`src/rtl/process_scheduler_pkg.sv`:
```
// Shared definitions for the process scheduler slice.
// Holds the scheduler FSM encoding, the per-process table state encoding and
// the default OS entry addresses used by the top level.
package process_scheduler_pkg;

  // Scheduler FSM: OS context running, user process running, one-cycle select
  typedef enum logic [1:0] {
    S_OS  = 2'd0,
    S_RUN = 2'd1,
    S_SEL = 2'd2
  } fsm_t;

  // Per-process table state; the running process stays READY in the table
  typedef enum logic [1:0] {
    P_FREE    = 2'd0,
    P_READY   = 2'd1,
    P_BLOCKED = 2'd2
  } pstate_t;

  // Default OS entry points
  localparam int unsigned OS_PC_DEF  = 73;
  localparam int unsigned IO_PC_DEF  = 92;
  localparam int unsigned END_PC_DEF = 233;

endpackage

```
`src/rtl/process_scheduler_rr_arbiter.sv`:
```
// Combinational round-robin arbiter.
// Searches pids start+1..NPROC first, then 1..start, and grants the first
// requesting pid. With start=0 the search is simply 1..NPROC.
// Ports:
//   req   in  NPROC   bit i-1 = pid i requesting (READY)
//   start in  PID_W   current pid (0 = OS)
//   grant out PID_W   selected pid (0 when nothing requests)
//   valid out 1       a pid was selected
module rr_arbiter #(
  parameter int NPROC = 10,
  parameter int PID_W = $clog2(NPROC + 1)
) (
  input  logic [NPROC-1:0] req,
  input  logic [PID_W-1:0] start,
  output logic [PID_W-1:0] grant,
  output logic             valid
);

  // Two passes with constant indices: pids above start first, then the
  // wrap-around pass over pids up to and including start.
  always_comb begin
    grant = '0;
    valid = 1'b0;
    for (int p = 1; p <= NPROC; p++) begin
      if (!valid && req[p-1] && (PID_W'(p) > start)) begin
        grant = PID_W'(p);
        valid = 1'b1;
      end
    end
    for (int p = 1; p <= NPROC; p++) begin
      if (!valid && req[p-1] && (PID_W'(p) <= start)) begin
        grant = PID_W'(p);
        valid = 1'b1;
      end
    end
  end

endmodule

```
`src/rtl/process_scheduler.sv`:
```
// PC / context unit for the multi-process CPU.
// Owns the PC register and a per-process table (saved PC + state) for NPROC
// user processes plus the OS context (pid 0). Round-robin scheduling with
// quantum preemption; IO traps block the caller; process end frees its slot.
// Ports:
//   clk, reset        clock, async active-high reset
//   step              one instruction retires this cycle
//   pc_next           datapath next PC
//   launch/launch_pid/launch_pc   OS creates a process
//   dispatch          OS yields CPU to the scheduler
//   proc_end          running process terminates
//   io_trap           running process blocks on IO
//   io_done           IO finished for io_pid
//   pc, pid, io_pid   current PC, running pid, last trapped pid
//   ctx_switch        high during the select cycle
//   ready_mask        bit i-1 = pid i READY
//   quantum_left      remaining slice count
module process_scheduler
  import process_scheduler_pkg::*;
#(
  parameter int          PC_W    = 32,
  parameter int          NPROC   = 10,
  parameter int          QUANTUM = 16,
  parameter int unsigned OS_PC   = OS_PC_DEF,
  parameter int unsigned IO_PC   = IO_PC_DEF,
  parameter int unsigned END_PC  = END_PC_DEF,
  localparam int         PID_W   = $clog2(NPROC + 1),
  localparam int         Q_W     = $clog2(QUANTUM + 1)
) (
  input  logic             clk,
  input  logic             reset,
  input  logic             step,
  input  logic [PC_W-1:0]  pc_next,
  input  logic             launch,
  input  logic [PID_W-1:0] launch_pid,
  input  logic [PC_W-1:0]  launch_pc,
  input  logic             dispatch,
  input  logic             proc_end,
  input  logic             io_trap,
  input  logic             io_done,
  output logic [PC_W-1:0]  pc,
  output logic [PID_W-1:0] pid,
  output logic [PID_W-1:0] io_pid,
  output logic             ctx_switch,
  output logic [NPROC-1:0] ready_mask,
  output logic [Q_W-1:0]   quantum_left
);

  fsm_t             state, state_n;
  logic [PC_W-1:0]  pc_n;
  logic [PID_W-1:0] pid_n, io_pid_n;
  logic [Q_W-1:0]   quantum_n;
  pstate_t          ptab   [1:NPROC];
  pstate_t          ptab_n [1:NPROC];
  logic [PC_W-1:0]  saved   [1:NPROC];
  logic [PC_W-1:0]  saved_n [1:NPROC];
  logic             do_end, do_trap, do_expire;
  logic [PC_W-1:0]  sel_pc;
  logic [PID_W-1:0] grant;
  logic             grant_valid;

  // The arbiter reads registered table state, so a same-cycle table write
  // is invisible to the select cycle.
  rr_arbiter #(.NPROC(NPROC), .PID_W(PID_W)) u_arb (
    .req   (ready_mask),
    .start (pid),
    .grant (grant),
    .valid (grant_valid)
  );

  assign ctx_switch = (state == S_SEL);

  always_comb begin
    ready_mask = '0;
    for (int i = 1; i <= NPROC; i++) ready_mask[i-1] = (ptab[i] == P_READY);
  end

  always_comb begin
    sel_pc = '0;
    for (int i = 1; i <= NPROC; i++) if (grant == PID_W'(i)) sel_pc = saved[i];
  end

  // Next-state logic: FSM transitions first, then table updates. Updates for
  // the running pid come last; they can never collide with launch (running
  // pid is READY, not FREE) or io_done (io_pid is BLOCKED, not running).
  always_comb begin
    state_n   = state;
    pc_n      = pc;
    pid_n     = pid;
    io_pid_n  = io_pid;
    quantum_n = quantum_left;
    do_end    = 1'b0;
    do_trap   = 1'b0;
    do_expire = 1'b0;

    case (state)
      S_OS: begin
        if (step) pc_n = pc_next;
        if (dispatch) state_n = S_SEL;
      end
      S_RUN: begin
        if (step) begin
          pc_n      = pc_next;
          quantum_n = quantum_left - 1'b1;
          if (proc_end) begin
            do_end  = 1'b1;
            pc_n    = PC_W'(END_PC);
            pid_n   = '0;
            state_n = S_OS;
          end else if (io_trap) begin
            do_trap  = 1'b1;
            io_pid_n = pid;
            pc_n     = PC_W'(IO_PC);
            pid_n    = '0;
            state_n  = S_OS;
          end else if (quantum_left == Q_W'(1)) begin
            do_expire = 1'b1;
            state_n   = S_SEL;
          end
        end
      end
      S_SEL: begin
        if (grant_valid) begin
          pid_n     = grant;
          pc_n      = sel_pc;
          quantum_n = Q_W'(QUANTUM);
          state_n   = S_RUN;
        end else begin
          pid_n   = '0;
          pc_n    = PC_W'(OS_PC);
          state_n = S_OS;
        end
      end
      default: state_n = S_OS;
    endcase

    for (int i = 1; i <= NPROC; i++) begin
      ptab_n[i]  = ptab[i];
      saved_n[i] = saved[i];
      if (io_done && (io_pid == PID_W'(i)) && (ptab[i] == P_BLOCKED)) ptab_n[i] = P_READY;
      if (launch && (launch_pid == PID_W'(i)) && (ptab[i] == P_FREE)) begin
        saved_n[i] = launch_pc;
        ptab_n[i]  = P_READY;
      end
      if (pid == PID_W'(i)) begin
        if (do_end) ptab_n[i] = P_FREE;
        if (do_trap) begin
          saved_n[i] = pc_next;
          ptab_n[i]  = P_BLOCKED;
        end
        if (do_expire) saved_n[i] = pc_next;
      end
    end
  end

  // State registers; reset drops all process state.
  always_ff @(posedge clk or posedge reset) begin
    if (reset) begin
      state        <= S_OS;
      pc           <= '0;
      pid          <= '0;
      io_pid       <= '0;
      quantum_left <= Q_W'(QUANTUM);
      for (int i = 1; i <= NPROC; i++) begin
        ptab[i]  <= P_FREE;
        saved[i] <= '0;
      end
    end else begin
      state        <= state_n;
      pc           <= pc_n;
      pid          <= pid_n;
      io_pid       <= io_pid_n;
      quantum_left <= quantum_n;
      for (int i = 1; i <= NPROC; i++) begin
        ptab[i]  <= ptab_n[i];
        saved[i] <= saved_n[i];
      end
    end
  end

endmodule
```
`config.mk`:
```
export PLATFORM = sky130hd
export DESIGN_NAME = process_scheduler
export DESIGN_NICKNAME = d
export VERILOG_FILES = /design/src/rtl/process_scheduler_pkg.sv /design/src/rtl/process_scheduler_rr_arbiter.sv /design/src/rtl/process_scheduler.sv
export SDC_FILE = /design/constraint.sdc
export NUM_CORES = 1
export LEC_CHECK = 0
export ABC_AREA = 1
export CORE_ASPECT_RATIO = 0.75
export CORE_MARGIN = 2
export CORE_UTILIZATION = 55
export DETAILED_ROUTE_END_ITERATION = 8
export PLACE_DENSITY = 0.75
export SYNTH_ARGS = -nofsm -noshare
export SYNTH_HDL_FRONTEND = slang
export SYNTH_HIERARCHICAL = 1
export SYNTH_SLANG_ARGS = --single-unit
```
`constraint.sdc`:
```
create_clock -name clk -period 16.5 [get_ports clk]
set_input_delay 2.475 -clock clk [delete_from_list [all_inputs] [get_ports clk]]
set_output_delay 2.475 -clock clk [all_outputs]
set_load 0.01 [all_outputs]
```
==> flow_summary.toml <==
[status]
status = "finished clean"

[detailed_routing]
ant_nets = 0
avgRoutedWirePerCell_um = 19.8
drc_errors = 0
wirelength_um = 69900
drt_iter0_drc = 2743
via_per_inst = 5.95
vias = 21100
dr.pass1.iters = 8

[worst_setup_path]
cpMostUsedCell = "buf_4"
path_buf_inv = 5
path_cells = "clkdlybuf4s50_1 > inv_8 > buf_4 > buf_4 > buf_4"
crit_path_end_kind = "async pin"
setup.worst_path.start_class = "primary input"
cp.arrival_ps = 6180
cp_max_fo = 100
worstReg2RegStart = "pid[1]"
cp-startpoint = "reset"
cp.required_ps = 17050
crit_slowest_cell = "buf_4"
max_stage_delay_ps = 870
critical-path-top-delay-family = "buffers and inverters"
worstSetupPathType = "primary input to async pin"

[sta]
fin_skew_ps = 23.0
tns_ps = 0
maxSlewHeadroom_pct = 9.83
hold_ws_ps = 496
setup_viol = 0
tightest_slew_ps = 1350
rsz0062_at_grt = "no"
setup_ws_ps = 10870
fin_crit_ps = 5630
drv_slew = 0
hold_viol_final = 0
timing.fmax_mhz = 178
finalCritPeriodShare_pct = 34.1

[clock_tree]
clkSlewWorstSetupHoldPaths_ps = 60
numCtsBuffers = 40
cts_resized = 0
cts.sinks = 387
cts.root.buffer_cell = "clkbuf_16"
cts_htree_levels = 2
postCtsSetupBuffers = 0
insertion_delay_ps = 560
cts_hold_buf = 0
cts_tree = "yes"
clockBufferDepth = 3

[global_route]
gr-total-overflow = 0
track_usage_pct = 34.3
grt_pass1_wl_um = 109000
antenna_found_initial = 1
grt_start_max_net_pins = 101
grt_pass1_vias = 19700

[power_and_ir_drop]
ir_drop_uv = 111
p_sw_mw = 1.38
p_seq_share_pct = 35.3
pwr-share-comb_pct = 39.0
finalPower_mw = 3.51
switching_share_pct = 39.2
p_int_mw = 2.14
clkPwrFrac_pct = 25.7
power_density_mw_per_mm2 = 146
cellLeakagePower_nw = 11.1

[finish]
drive_above_1_share_pct = 5.09
layout.cells.non_filler = 3539
final_area_mm2 = 0.0241
final_core_util_pct = 62.7
syn_to_final_growth_pct = 12.1
nets = 3081

[synthesis]
synth_common_cells = "878 x nand2_1, 386 x dfrtp_1, 371 x o21ai_0"
synthMostInstantiatedCell = "nand2_1"
synth_compound_area_share_pct = 21.5
synth.mux.area_fraction_pct = 0
synth_area_mm2 = 0.0215
synth_area_leader_cell = "dfrtp_1"
async_flop_share_pct = 100
synth_ff_type = "dfrtp_1"
ys_seq_area_share_pct = 45.0
synth-adder-area-share_pct = 0.349
synthSimpleGateAreaFrac_pct = 23.5
netlist_instances = 2975
synthTopCellsByArea = "dfrtp_1 45%, nand2_1 15%, o21ai_0 8.6%"
yosysTopAreaCellShare_pct = 44.9
synth_cell_types = 44
syn_nets = 3057
synth-edff-count = 0
synth_warnings = 6
avgSynthCellArea_um2 = 7.24
synthXorXnorAreaFrac_pct = 0
synth_top_family_by_area = "simple AND/OR/NAND/NOR gates"
yosys_register_bits = 387

[floorplanning]
start_util_pct = 56.0
fp.dieW_um = 232
num_rows = 62
ios = 132
core-area_mm2 = 0.0385
die_h_um = 175
die_area_mm2 = 0.0408

[min_path]
hp-class = "flop to flop"
hp-start = "pc[4]"

[placement]
dp.cells = 3469
placed_cell_area_mm2 = 0.0229
dp_hpwl_um = 39200
portBuffers = 131
gp_congestion = 0.891
dp_worst_setup_slack_ps = 10110

[job]
maxCapViolCount = 0
==> power by group through the flow <==
stage          combinational [mW]  clock, mW  sequential (mW)
2_1_floorplan               0.865          0             1.25
3_3_place_gp                 1.30          0             1.24
3_5_place_dp                 1.34          0             1.25
4_1_cts                      1.35      0.907             1.23
5_1_grt                      1.52      0.946             1.26
6_report                     1.37      0.902             1.24
==> registers in the layout (all words and copies together), names as in the netlist <==
name,cells
pid,4
io_pid,4
ptab,20
pc,32
state,2
saved,320
quantum_left,5
==> logic make-up (layout without fill, tap and decap cells) <==
| kind of cell | after synthesis | in the layout |
|---|---|---|
| fa+ha+maj | 6 | 6 |
| other cells | 0 | 1 |
| simple gates | 1231 | 1231 |
| buf+inv | 498 | 549 |
| flops | 387 | 387 |
| compound gates | 853 | 853 |
==> metal layers <==
layer / vias up / GRT usage, % / part of all wire, %
li1: 9752 / - / -
met1: 9949 / 48.3 / 41
met2: 1196 / 53.0 / 45
met3: 156 / 7.39 / 11
met4: 0 / 10.9 / 2.8
met5: - / 0 / 0
==> worst reg2reg max path: stages, from the launching register on <==
cell and delay, ps:
dfrtp_1 560, nand2_1 150, nand3_1 130, nand2_2 80, nor2_4 130, nand4_4 120, nor2_4 110, nand4_2 100
nor2_2 160, nand4_2 150, nor2_4 150, nand4_2 120, o21ai_1 640, nand2_1 250, nor2_2 840, inv_2 620
or2_2 460, nand2_1 80, nand4_1 190, nand2_1 130, nand2_1 60, nand2_1 60, nand2_1 50
==> cells in the final DEF, fill, tap and decap left out, types with 53 or more instances in the layout <==
master	instances
a21oi_1	82
clkdlybuf4s50_1	131
dfrtp_1	386
inv_1	309
nand2_1	868
nand3_1	53
nor2_1	189
o211ai_1	114
o21ai_0	370
o21ai_1	258
==> path summary, 6_finish.rpt <==
check,slack [ps],cells after the start,to
max reg2reg,11090,22,pc[0]
min reg2reg,500,2,pc[4]
min in group asynchronous,2420,2,ptab[6]
max in group clk,11090,22,pc[0]
max,10870,5,pc[11]
min,500,2,pc[4]
==> cell type report <==
type	count	area (um^2)
clock buffers	60	1200
well taps	512	641
diodes	1	2.50
multi-input cells	2090	9800
repair buffers	154	1480
clock inverters	9	77.6
inverters	326	1240
fillers	3452	14300
flip-flops and latches	387	9690
Power figures use the tool's default switching activity.
